## config.mk

```make
export PLATFORM = sky130hd
export DESIGN_NAME = fwd_hazard_unit
export DESIGN_NICKNAME = d
export VERILOG_FILES = /design/src/rtl/fwd_hazard_unit.sv
export SDC_FILE = /design/constraint.sdc
export NUM_CORES = 1
export LEC_CHECK = 0
export ABC_AREA = 1
export CAP_MARGIN = 20
export CORE_ASPECT_RATIO = 0.6
export CORE_MARGIN = 2
export CORE_UTILIZATION = 41
export DETAILED_ROUTE_END_ITERATION = 8
export PLACE_DENSITY_LB_ADDON = 0.08
export REMOVE_ABC_BUFFERS = 1
export SYNTH_ARGS = -nofsm -noshare
export SYNTH_HDL_FRONTEND = slang
export SYNTH_SLANG_ARGS = --single-unit
```

## constraint.sdc

```tcl
create_clock -name clk -period 1.05 [get_ports clk]
set_input_delay 0.2625 -clock clk [delete_from_list [all_inputs] [get_ports clk]]
set_output_delay 0.2625 -clock clk [all_outputs]
set_load 0.1 [all_outputs]
```

## src/rtl/fwd_hazard_unit.sv

```systemverilog
// -----------------------------------------------------------------------------
// fwd_hazard_unit
//
// Forwarding and load-use hazard unit for the pipelined core. A shadow pipeline
// follows every instruction from EX (slot 0) through NUM_FWD forwarding slots
// (slot 1 = MEM, slot 2 = WB, ...). From this state it derives the EX operand
// forwarding selects and the ID-stage load-use stall.
//
// Parameters:
//   AW       register index width
//   NUM_FWD  number of forwarding source slots after EX
//   LD_READY first slot at which load data can be forwarded (1..NUM_FWD)
//   CNT_W    stall counter width
//
// Ports:
//   clk, rst_n        core clock, asynchronous active-low reset
//   id_rs, id_rt      ID source registers, qualified by id_use_rs / id_use_rt
//   id_valid          ID holds a real instruction
//   id_dst, id_we     ID destination register and write enable
//   id_is_load        ID instruction is a load
//   flush_ex          squash the instruction entering EX
//   perf_clr          synchronous clear of stall_cnt
//   fwd_a, fwd_b      EX operand selects: 0 = regfile, k = slot k
//   stall_id          hold PC and IF/ID, insert a bubble into EX
//   stall_cnt         saturating count of stall cycles
//
// Build option:
//   FWD_HAZARD_PERF_EN  when defined, stall_cnt is a real saturating counter;
//                       otherwise stall_cnt is tied to 0 and perf_clr is
//                       ignored. Forwarding and stalling are identical in both.
// -----------------------------------------------------------------------------
module fwd_hazard_unit #(
    parameter int AW       = 5,
    parameter int NUM_FWD  = 2,
    parameter int LD_READY = 2,
    parameter int CNT_W    = 16,
    localparam int SW      = $clog2(NUM_FWD + 1)
) (
    input  logic             clk,
    input  logic             rst_n,
    input  logic [AW-1:0]    id_rs,
    input  logic [AW-1:0]    id_rt,
    input  logic             id_use_rs,
    input  logic             id_use_rt,
    input  logic             id_valid,
    input  logic [AW-1:0]    id_dst,
    input  logic             id_we,
    input  logic             id_is_load,
    input  logic             flush_ex,
    input  logic             perf_clr,
    output logic [SW-1:0]    fwd_a,
    output logic [SW-1:0]    fwd_b,
    output logic             stall_id,
    output logic [CNT_W-1:0] stall_cnt
);

    // EX-only source fields (slot 0)
    logic [AW-1:0] ex_rs_p0;
    logic [AW-1:0] ex_rt_p0;
    logic          ex_use_rs_p0;
    logic          ex_use_rt_p0;

    // Writer fields carried through every slot, 0 = EX
    logic [AW-1:0] slot_dst_p [0:NUM_FWD];
    logic          slot_we_p  [0:NUM_FWD];
    logic          slot_ld_p  [0:NUM_FWD];

    logic          ex_load;

    // A stalled or flushed ID instruction becomes a bubble in EX
    assign ex_load = id_valid && !stall_id && !flush_ex;

    // ---- ID -> EX -> forwarding slots: register indices ----
    // Indices are don't-care while the flags mark a bubble, so they need no
    // reset and load unconditionally.
    always_ff @(posedge clk) begin
        ex_rs_p0      <= id_rs;
        ex_rt_p0      <= id_rt;
        slot_dst_p[0] <= id_dst;
        for (int k = 1; k <= NUM_FWD; k++) begin
            slot_dst_p[k] <= slot_dst_p[k-1];
        end
    end

    // ---- ID -> EX -> forwarding slots: qualifying flags ----
    always_ff @(posedge clk or negedge rst_n) begin
        if (!rst_n) begin
            ex_use_rs_p0 <= 1'b0;
            ex_use_rt_p0 <= 1'b0;
            for (int k = 0; k <= NUM_FWD; k++) begin
                slot_we_p[k] <= 1'b0;
                slot_ld_p[k] <= 1'b0;
            end
        end else begin
            ex_use_rs_p0 <= ex_load && id_use_rs;
            ex_use_rt_p0 <= ex_load && id_use_rt;
            slot_we_p[0] <= ex_load && id_we;
            slot_ld_p[0] <= ex_load && id_is_load;
            for (int k = 1; k <= NUM_FWD; k++) begin
                slot_we_p[k] <= slot_we_p[k-1];
                slot_ld_p[k] <= slot_ld_p[k-1];
            end
        end
    end

    // ---- EX operand forwarding ----
    // Scan from the oldest slot down so the youngest matching producer is the
    // last assignment and wins.
    always_comb begin
        fwd_a = '0;
        fwd_b = '0;
        for (int k = NUM_FWD; k >= 1; k--) begin
            if (slot_we_p[k] && (slot_dst_p[k] != '0)) begin
                if (ex_use_rs_p0 && (slot_dst_p[k] == ex_rs_p0)) begin
                    fwd_a = SW'(k);
                end
                if (ex_use_rt_p0 && (slot_dst_p[k] == ex_rt_p0)) begin
                    fwd_b = SW'(k);
                end
            end
        end
    end

    // ---- ID load-use stall ----
    // A load in slot j is too young if the consumer would reach EX before the
    // load reaches LD_READY. Only slots 0..LD_READY-2 can be too young; with
    // LD_READY = 1 the loop is empty and the stall never fires.
    logic ld_hit;

    always_comb begin
        ld_hit = 1'b0;
        for (int j = 0; j <= LD_READY - 2; j++) begin
            if (slot_ld_p[j] && slot_we_p[j] && (slot_dst_p[j] != '0)) begin
                if ((id_use_rs && (slot_dst_p[j] == id_rs)) ||
                    (id_use_rt && (slot_dst_p[j] == id_rt))) begin
                    ld_hit = 1'b1;
                end
            end
        end
    end

    assign stall_id = id_valid && ld_hit;

    // ---- stall counter ----
`ifdef FWD_HAZARD_PERF_EN
    logic [CNT_W-1:0] stall_cnt_q;

    function automatic logic [CNT_W-1:0] sat_inc(input logic [CNT_W-1:0] v);
        return (&v) ? v : v + CNT_W'(1);
    endfunction

    always_ff @(posedge clk or negedge rst_n) begin
        if (!rst_n) begin
            stall_cnt_q <= '0;
        end else if (perf_clr) begin
            stall_cnt_q <= '0;
        end else if (stall_id) begin
            stall_cnt_q <= sat_inc(stall_cnt_q);
        end
    end

    assign stall_cnt = stall_cnt_q;
`else
    logic perf_clr_unused;

    assign perf_clr_unused = perf_clr;
    assign stall_cnt       = '0;
`endif

endmodule
```

==> flow_summary.ini, run 1 <==
[run]
number_of_maximum_capacitance_violations = 0

[global_route]
overflow = 0
grt_pass1_wl_mm = 4.761
grt_max_degree = 10
antenna_found_initial = 0
first_global_vias = 1098
global_route.usage.total = 0.1626

[power]
pwr_density_cell_nw_per_um2 = 1344
cellLeakagePower_nw = 1.011
peakVddDrop_mv = 0.7654

[logic_synthesis]
synthXorXnorAreaFrac = 0.06335
synth-seq-area-share = 0.4706
syn_warnings = 0
synth_area_sq_um = 1383
synth_top_family_by_area = simple AND/OR/NAND/NOR gates
yosys.area_share.simple = 0.2543
flip_flop_and_latch_count_after_synthesis = 31
synth_most_common_cell = nand2_1
post_synth_most_frequent_cells = nand2_1 (43), inv_1 (26), dfxtp_1 (25), nor2_1 (21), buf_4 (16)
avgSynthCellArea_sq_um = 7.681
synth_top_area_share = 0.3620
synth_compound_area_frac = 0.04615
netlist.top_cell.by_area = dfxtp_1
synth.top_cells.by_area = dfxtp_1 (36%), nand2_1 (12%), dfrtp_1 (11%)
ys_types = 22
asyncSetResetFlopFracSynth = 0.1935
yosys-mux-area-fraction = 0
ys_dominant_reg_cell = dfxtp_1
gate_count_post_synth = 180
number_of_enable_type_register_cells_in_the_synthesized_netlist = 0
synth_adder_area_share = 0

[status]
failing_checks = setup timing
run_status = complete, but fails checks

[drt]
post_drt_wl_per_cell_microns = 10.59
drtIter0Drc = 54
drt_via_density = 4.267
drt_drc_violations_left = 0
highest-signal-layer = met4
drt_pre_antenna_iters = 4
vias = 1165
dr_wl_met2_mm = 1.323
drt-met1-wl_mm = 1.340
wl_met3_microns = 192
postRouteWirelength_mm = 2.892
drt.antenna.violating_nets = 0

[cells_and_area]
num-nets-final = 252
antenna_cells_inserted = 0
postLayoutCoreUtil = 0.6258
drive_above_1_share = 0.3465
areaGrowthSynthToFinish_pct = 46.79

[setup_path]
crit_fanout = 5
critPathTopFamily = simple AND/OR/NAND/NOR gates
worstSetupPathType = reg2out
path_buf_inv = 2
crit_path_cell_trace = or2_1 > a21boi_1 > nand3_1 > nor2_2 > buf_4 > buf_12
timing.critical_path.arrival_ns = 1.52
critPathCaptureType = output port
max_stage_delay_ns = 0.34
worst_path_max_delay_cell = dfxtp_2
start_kind = register
timing.critical_path.required_ns = 0.79

[floorplanning]
design.core.area_sq_um = 3243
initial_utilization = 0.4263
die_x_microns = 78.97
design.die.area_sq_um = 3868
chipHeight_microns = 48.98
num_rows = 16
i_o_pins = 45

[clock_network]
cts.root.buffer_cell = clkbuf_8
clk_transition_reported_paths_ns = 0.06
tritoncts.num_buffers = 5
cts_tree = built
clock_latency_ns = 0.27
cts-htree-levels = 2
cts_hold_buffers = 0
cts_buffer_depth = 2
clock_sinks = 31

[timing]
min_period_over_period = 1.700
report.final.hold_viol_count = 0
timing.final.crit_period_ns = 1.785
finalSetupViolations = 9
postLayoutSetupSlackWorst_ns = -0.7354
clock_skew_ns = 0.004494
unrepaired_setup_endpoints_after_global_routing = yes
fmaxAchievable_mhz = 560.1
finalSetupTns_ns = -3.875
final-max-slew-violation-count = 0

[placed_design]
gp_congestion = 0.7908
place.detailed.hpwl_mm = 2.264
place_ws_ns = -0.8510
port-buffer-count = 27

[min_path]
hp_class = in2async
[sequential cells by signal, indices dropped and copies added, names as in the netlist]
register	cells
ex_use_rs_p0	1
slot_we_p	3
ex_rt_p0	5
slot_ld_p	1
ex_use_rt_p0	1
ex_rs_p0	5
slot_dst_p	15
[layer usage]
layer  up-vias  GRT usage
li1        600          -
met1       527     0.2137
met2        34     0.2458
met3         4    0.05741
met4         0    0.06322
met5         -          0
[cells by family (layout without fill, tap and decap cells)]
| family | after synthesis | count (layout) |
|---|---|---|
| AO/OA/AOI/OAI | 10 | 10 |
| XOR/XNOR | 10 | 10 |
| buffers and inverters | 44 | 77 |
| flip-flops | 31 | 31 |
| other | 1 | 16 |
| AND/OR/NAND/NOR | 84 | 84 |
[through the flow]
step / total power [mW] / area (sq um) / cells / hold slack [ns]
floorplan: 1.690 / 1319 / 179 / -0.03309
global placement: 1.849 / 1785 / 263 / 0.3731
detailed placement: 1.855 / 1785 / 263 / 0.3860
CTS: 2.705 / 1918 / 271 / 0.2201
global route: 2.881 / 2029 / 273 / 0.2331
finish: 2.728 / 2029 / 273 / 0.2173
[area by class of cell]
| cell class | instances | area [sq um] |
|---|---|---|
| inverters | 28 | 105.1 |
| flip-flops and latches | 31 | 681.9 |
| well taps | 45 | 56.30 |
| clock buffers | 7 | 76.32 |
| fillers | 297 | 1214 |
| repair buffers | 42 | 425.4 |
| multi-input cells | 120 | 684.4 |
[final timing paths]
| kind | start | endpoint | slack (ns) | depth (start not counted) |
|---|---|---|---|---|
| hold reg to reg | slot_dst_p[0][2]$_DFF_P_ | slot_dst_p[0][7]$_DFF_P_ | 0.38 | 0 |
| max in group asynchronous | rst_n | slot_we_p[2]$_DFF_PN0_ | 0.63 | 1 |
| setup reg to reg | slot_dst_p[0][0]$_DFF_P_ | ex_use_rt_p0$_DFF_PN0_ | -0.14 | 9 |
| min in group clk | id_rt[3] | ex_rt_p0[3]$_DFF_P_ | 0.26 | 1 |
| hold / removal | rst_n | ex_use_rt_p0$_DFF_PN0_ | 0.22 | 1 |
| setup / recovery | slot_dst_p[0][5]$_DFF_P_ | fwd_a[0] | -0.74 | 6 |
[what timing repair did]
| action | in CTS | in global routing |
|---|---|---|
| resized for setup | 40 | 31 |
| endpoints found under the setup margin | 9 | 9 |
| buffers inserted | 2 | 3 |
| endpoints found under the hold margin | 0 | 0 |
| pin swaps | 14 | 18 |
[cells in the final DEF, fill, tap and decap left out, drive strengths merged, types with 6 or more instances in the layout]
| cell | instances |
|---|---|
| nand2 | 44 |
| inv | 28 |
| dfxtp | 25 |
| nor2 | 22 |
| buf | 20 |
| conb | 16 |
| dlygate4sd2 | 11 |
| clkdlybuf4s50 | 10 |
| nand3 | 10 |
| clkbuf | 7 |
| dfrtp | 6 |
| xor2 | 6 |
| a21oi | 6 |
[power breakdown]
group,leakage (nW),switching [mW],internal (mW)
combinational,0.680,0.400,0.172
clock,0.0383,0.393,0.455
sequential,0.293,0.0638,1.24
(Power assumes the default switching activity.)
==> run 2, diff against run 1 <==
==> constraint.sdc (replaced) <==
create_clock -name clk -period 1.05 [get_ports clk]
set_input_delay 0.1575 -clock clk [delete_from_list [all_inputs] [get_ports clk]]
set_output_delay 0.1575 -clock clk [all_outputs]
set_load 0.1 [all_outputs]
==> flow_summary.ini, run 2 (same netlist as run 1, synthesis figures left out) <==
[clock_network]
clock_sinks = 31
cts-htree-levels = 2
tritoncts.num_buffers = 5
cts_buffer_depth = 2
clk_transition_reported_paths_ns = 0.06
clock_latency_ns = 0.28
cts.root.buffer_cell = clkbuf_8
cts_tree = built
cts_hold_buffers = 0

[global_route]
overflow = 0
global_route.usage.total = 0.1631
antenna_found_initial = 0
grt_max_degree = 10
grt_pass1_wl_mm = 4.705
first_global_vias = 1065

[power]
intPower_mw = 1.884
power.share.sequential = 0.475
pwr_density_cell_nw_per_um2 = 1383
cellLeakagePower_nw = 1.009
total_power_mw = 2.747
power_switching_share = 0.3141
peakVddDrop_mv = 0.8210
combPwrFrac = 0.204
pwr-share-clk = 0.321
power.switching_mw = 0.8629

[floorplanning]
num_rows = 16
chipHeight_microns = 48.98
design.die.area_sq_um = 3868
initial_utilization = 0.4263
i_o_pins = 45
design.core.area_sq_um = 3243
die_x_microns = 78.97

[cells_and_area]
instances_no_fill = 275
layout_commonest_cell = nand2_1
postLayoutCoreUtil = 0.6123
num-nets-final = 253
layout.cells.most_common_list = nand2_1 (41), inv_1 (21), clkdlybuf4s50_1 (17)
areaGrowthSynthToFinish_pct = 43.62
max_flop_register = slot_dst_p
largest_register_ffs = 15
antenna_cells_inserted = 0
drive_above_1_share = 0.3130
final_area_sq_um = 1986
layout_top_registers = slot_dst_p (15), ex_rs_p0 (5), ex_rt_p0 (5)

[placed_design]
gp_congestion = 0.7907
place_ws_ns = -0.6393
port-buffer-count = 27
placed_area_sq_um = 1785
placed_cells_incl_taps = 263
place.detailed.hpwl_mm = 2.259

[setup_path]
worstSetupPathType = reg2out
critPathCaptureType = output port
path_buf_inv = 2
timing.critical_path.required_ns = 0.89
crit_fanout = 3
critPathTopFamily = simple AND/OR/NAND/NOR gates
max_stage_delay_ns = 0.34
crit_path_cell_trace = or2_1 > a21boi_1 > nand3_1 > nor2_2 > buf_4 > buf_12
worst_path_max_delay_cell = dfxtp_1
reg2reg_slack_ns = -0.17
timing.critical_path.arrival_ns = 1.53
start_kind = register

[timing]
finalSetupTns_ns = -3.557
finalHoldWorstSlack_ns = 0.03383
postLayoutSetupSlackWorst_ns = -0.6354
min_period_over_period = 1.605
clock_skew_ns = 0.003607
report.final.hold_viol_count = 0
final-max-slew-violation-count = 0
fmaxAchievable_mhz = 593.3
timing.final.crit_period_ns = 1.685
unrepaired_setup_endpoints_after_global_routing = yes
finalSetupViolations = 9

[status]
run_status = complete, but fails checks
failing_checks = setup timing

[drt]
drt_drc_violations_left = 0
post_drt_wl_per_cell_microns = 10.23
postRouteWirelength_mm = 2.814
drt_pre_antenna_iters = 4
drt.antenna.violating_nets = 0
drtIter0Drc = 54
drt_via_density = 4.204
vias = 1156

[run]
number_of_maximum_capacitance_violations = 0

[min_path]
hp_class = in2reg
[run 2: power by group through the flow]
stage               combinational, mW  clock (mW)  sequential (mW)
finish                          0.559       0.882             1.31
detailed placement              0.532           0             1.32
CTS                             0.547       0.908             1.30
floorplan                       0.384           0             1.31
global route                    0.598       0.963             1.31
global placement                0.527           0             1.32
[run 2: final timing paths]
| check | start | end | depth (start not counted) |
|---|---|---|---|
| max | ex_rs_p0[0]$_DFF_P_ | fwd_a[0] | 6 |
| min in group asynchronous | rst_n | slot_we_p[0]$_DFF_PN0_ | 1 |
| max reg2reg | slot_dst_p[0][1]$_DFF_P_ | ex_use_rs_p0$_DFF_PN0_ | 9 |
| max in group asynchronous | rst_n | slot_we_p[2]$_DFF_PN0_ | 1 |
| min reg2reg | slot_dst_p[0][2]$_DFF_P_ | slot_dst_p[0][7]$_DFF_P_ | 0 |
| min | id_rt[4] | ex_rt_p0[4]$_DFF_P_ | 1 |
[run 2: timing repair]
item,in CTS,in global routing
gates resized for setup,25,23
endpoints found under the setup margin,9,9
hold endpoints to repair,0,0
setup buffers,3,2
pin swaps,10,7
[run 2: area by class of cell]
type                            instances  area (sq um)
Multi-Input combinational cell        120         611.8
Sequential cell                        31         678.2
Clock buffer                            7         76.32
Inverter                               28         105.1
Clock inverter                          1         5.005
Tap cell                               45         56.30
Timing Repair Buffer                   43         452.9
Fill cell                             287          1257
[run 2: per-layer routing]
metal,share of wire,up-vias,GRT usage
met3,0.059,7,0.04815
li1,-,608,-
met1,0.50,508,0.2256
met4,0.016,0,0.09483
met2,0.43,33,0.2246
met5,0,-,0
==> run 3, diff against run 2 <==
--- a/config.mk
+++ b/config.mk
@@ -9,7 +9,7 @@
 export CAP_MARGIN = 20
 export CORE_ASPECT_RATIO = 0.6
 export CORE_MARGIN = 2
-export CORE_UTILIZATION = 41
+export CORE_UTILIZATION = 45
 export DETAILED_ROUTE_END_ITERATION = 8
 export PLACE_DENSITY_LB_ADDON = 0.08
 export REMOVE_ABC_BUFFERS = 1
==> constraint.sdc (replaced) <==
create_clock -name clk -period 1.7 [get_ports clk]
set_input_delay 0.255 -clock clk [delete_from_list [all_inputs] [get_ports clk]]
set_output_delay 0.255 -clock clk [all_outputs]
set_load 0.1 [all_outputs]
==> flow_summary.ini, run 3 (same netlist as run 1, synthesis figures left out) <==
[status]
run_status = complete, but fails checks
failing_checks = setup timing

[setup_path]
timing.critical_path.required_ns = 1.44
crit_fanout = 4
critPathCaptureType = output port
timing.critical_path.arrival_ns = 1.58
r2r.worst_path.cells = 11
start_kind = register
worstSetupPathType = reg2out

[floorplanning]
chipHeight_microns = 46.94
initial_utilization = 0.4784
die_x_microns = 75.56
design.die.area_sq_um = 3546
i_o_pins = 45
num_rows = 15
design.core.area_sq_um = 2890

[cells_and_area]
largest_register_ffs = 15
layout_top_registers = slot_dst_p (15), ex_rs_p0 (5), ex_rt_p0 (5)
instances_no_fill = 266
layout_commonest_cell = nand2_1
filler_cell_count = 245
antenna_cells_inserted = 0
max_flop_register = slot_dst_p
layout.cells.most_common_list = nand2_1 (39), inv_1 (24), nor2_1 (16), conb_1 (16), dfxtp_2 (16)
drive_above_1_share = 0.2902
final_area_sq_um = 1954
areaGrowthSynthToFinish_pct = 41.36
num-nets-final = 247
postLayoutCoreUtil = 0.6762

[power]
intPower_mw = 1.191
combPwrFrac = 0.193
peakVddDrop_mv = 0.5877
pwr_density_cell_nw_per_um2 = 885.3
total_power_mw = 1.730
pwr-share-clk = 0.340
power_switching_share = 0.3114
power.share.sequential = 0.468
power.switching_mw = 0.5388
cellLeakagePower_nw = 0.9891

[clock_network]
cts_hold_buffers = 0
clock_latency_ns = 0.28
cts_buffer_depth = 2
tritoncts.num_buffers = 5
cts-htree-levels = 2
clk_transition_reported_paths_ns = 0.07
cts_tree = built
cts.root.buffer_cell = clkbuf_8
clock_sinks = 31

[timing]
clock_skew_ns = 0.005304
finalSetupTns_ns = -0.3025
unrepaired_setup_endpoints_after_global_routing = yes
postLayoutSetupSlackWorst_ns = -0.1351
fmaxAchievable_mhz = 544.9
min_period_over_period = 1.079
timing.final.crit_period_ns = 1.835
report.final.hold_viol_count = 0
final-max-slew-violation-count = 0
finalSetupViolations = 5
finalHoldWorstSlack_ns = 0.1290

[drt]
drt_via_density = 4.353
postRouteWirelength_mm = 3.108
drt.antenna.violating_nets = 0
post_drt_wl_per_cell_microns = 11.68
drt_drc_violations_left = 0
drtIter0Drc = 28
vias = 1158
drt_pre_antenna_iters = 5

[global_route]
grt_max_degree = 11
global_route.usage.total = 0.1932
grt_pass1_wl_mm = 4.698
overflow = 0
first_global_vias = 1028
antenna_found_initial = 0

[placed_design]
place_ws_ns = -0.1798
placed_area_sq_um = 1737
placed_cells_incl_taps = 254
gp_congestion = 0.8663
place.detailed.hpwl_mm = 2.319
port-buffer-count = 27

[min_path]
min_path_cells = 1
hp_class = in2reg

[run]
number_of_maximum_capacitance_violations = 0
-- run 3: cell type report --
type	count	area, sq um	share of cell area
clock buffer	7	86.33	0.04417
clock inverter	1	5.005	0.002561
inverter	28	107.6	0.05506
multi-input combinational	120	634.4	0.3246
sequential	31	678.2	0.3470
tap	42	52.55	0.02689
timing repair buffer	37	390.4	0.1997
-- run 3: final timing paths --
kind | from | to | slack [ns]
worst max-delay path | slot_dst_p[0][7]$_DFF_P_ | fwd_b[0] | -0.14
worst min-delay path | id_rs[0] | ex_rs_p0[0]$_DFF_P_ | 0.13
worst max register to register | slot_dst_p[0][4]$_DFF_P_ | ex_use_rt_p0$_DFF_PN0_ | 0.30
worst min register to register | slot_dst_p[0][2]$_DFF_P_ | slot_dst_p[0][7]$_DFF_P_ | 0.38
max in group asynchronous | rst_n | slot_we_p[2]$_DFF_PN0_ | 1.28
min in group asynchronous | rst_n | ex_use_rt_p0$_DFF_PN0_ | 0.21
-- run 3: repair_timing --
action | 4_1_cts | 5_1_grt
endpoints found under the setup margin | 5 | 5
buffers inserted | 1 | 3
pin swaps | 8 | 18
resized for setup | 22 | 29
-- run 3: per-layer routing --
metal	up-vias	routed length, microns	track usage
li1	597	-	-
met1	506	1384	0.2517
met2	51	1455	0.2887
met3	4	229	0.07082
met4	0	39	0.09474
met5	-	0	0
-- run 3: worst max-delay path, cell delays in order (launching register included) --
cell and delay, ns:
dfxtp_4 0.36, xor2_1 0.17, a21oi_1 0.17, nand3_1 0.12, nor2_2 0.18, buf_4 0.15
buf_12 0.16
-- run 3: power groups by stage --
stage / Clock, mW / Combinational, mW / Sequential [mW]
floorplan: 0 / 0.237 / 0.807
global placement: 0 / 0.315 / 0.817
detailed placement: 0 / 0.319 / 0.818
CTS: 0.610 / 0.317 / 0.804
global route: 0.642 / 0.358 / 0.813
finish: 0.588 / 0.333 / 0.809
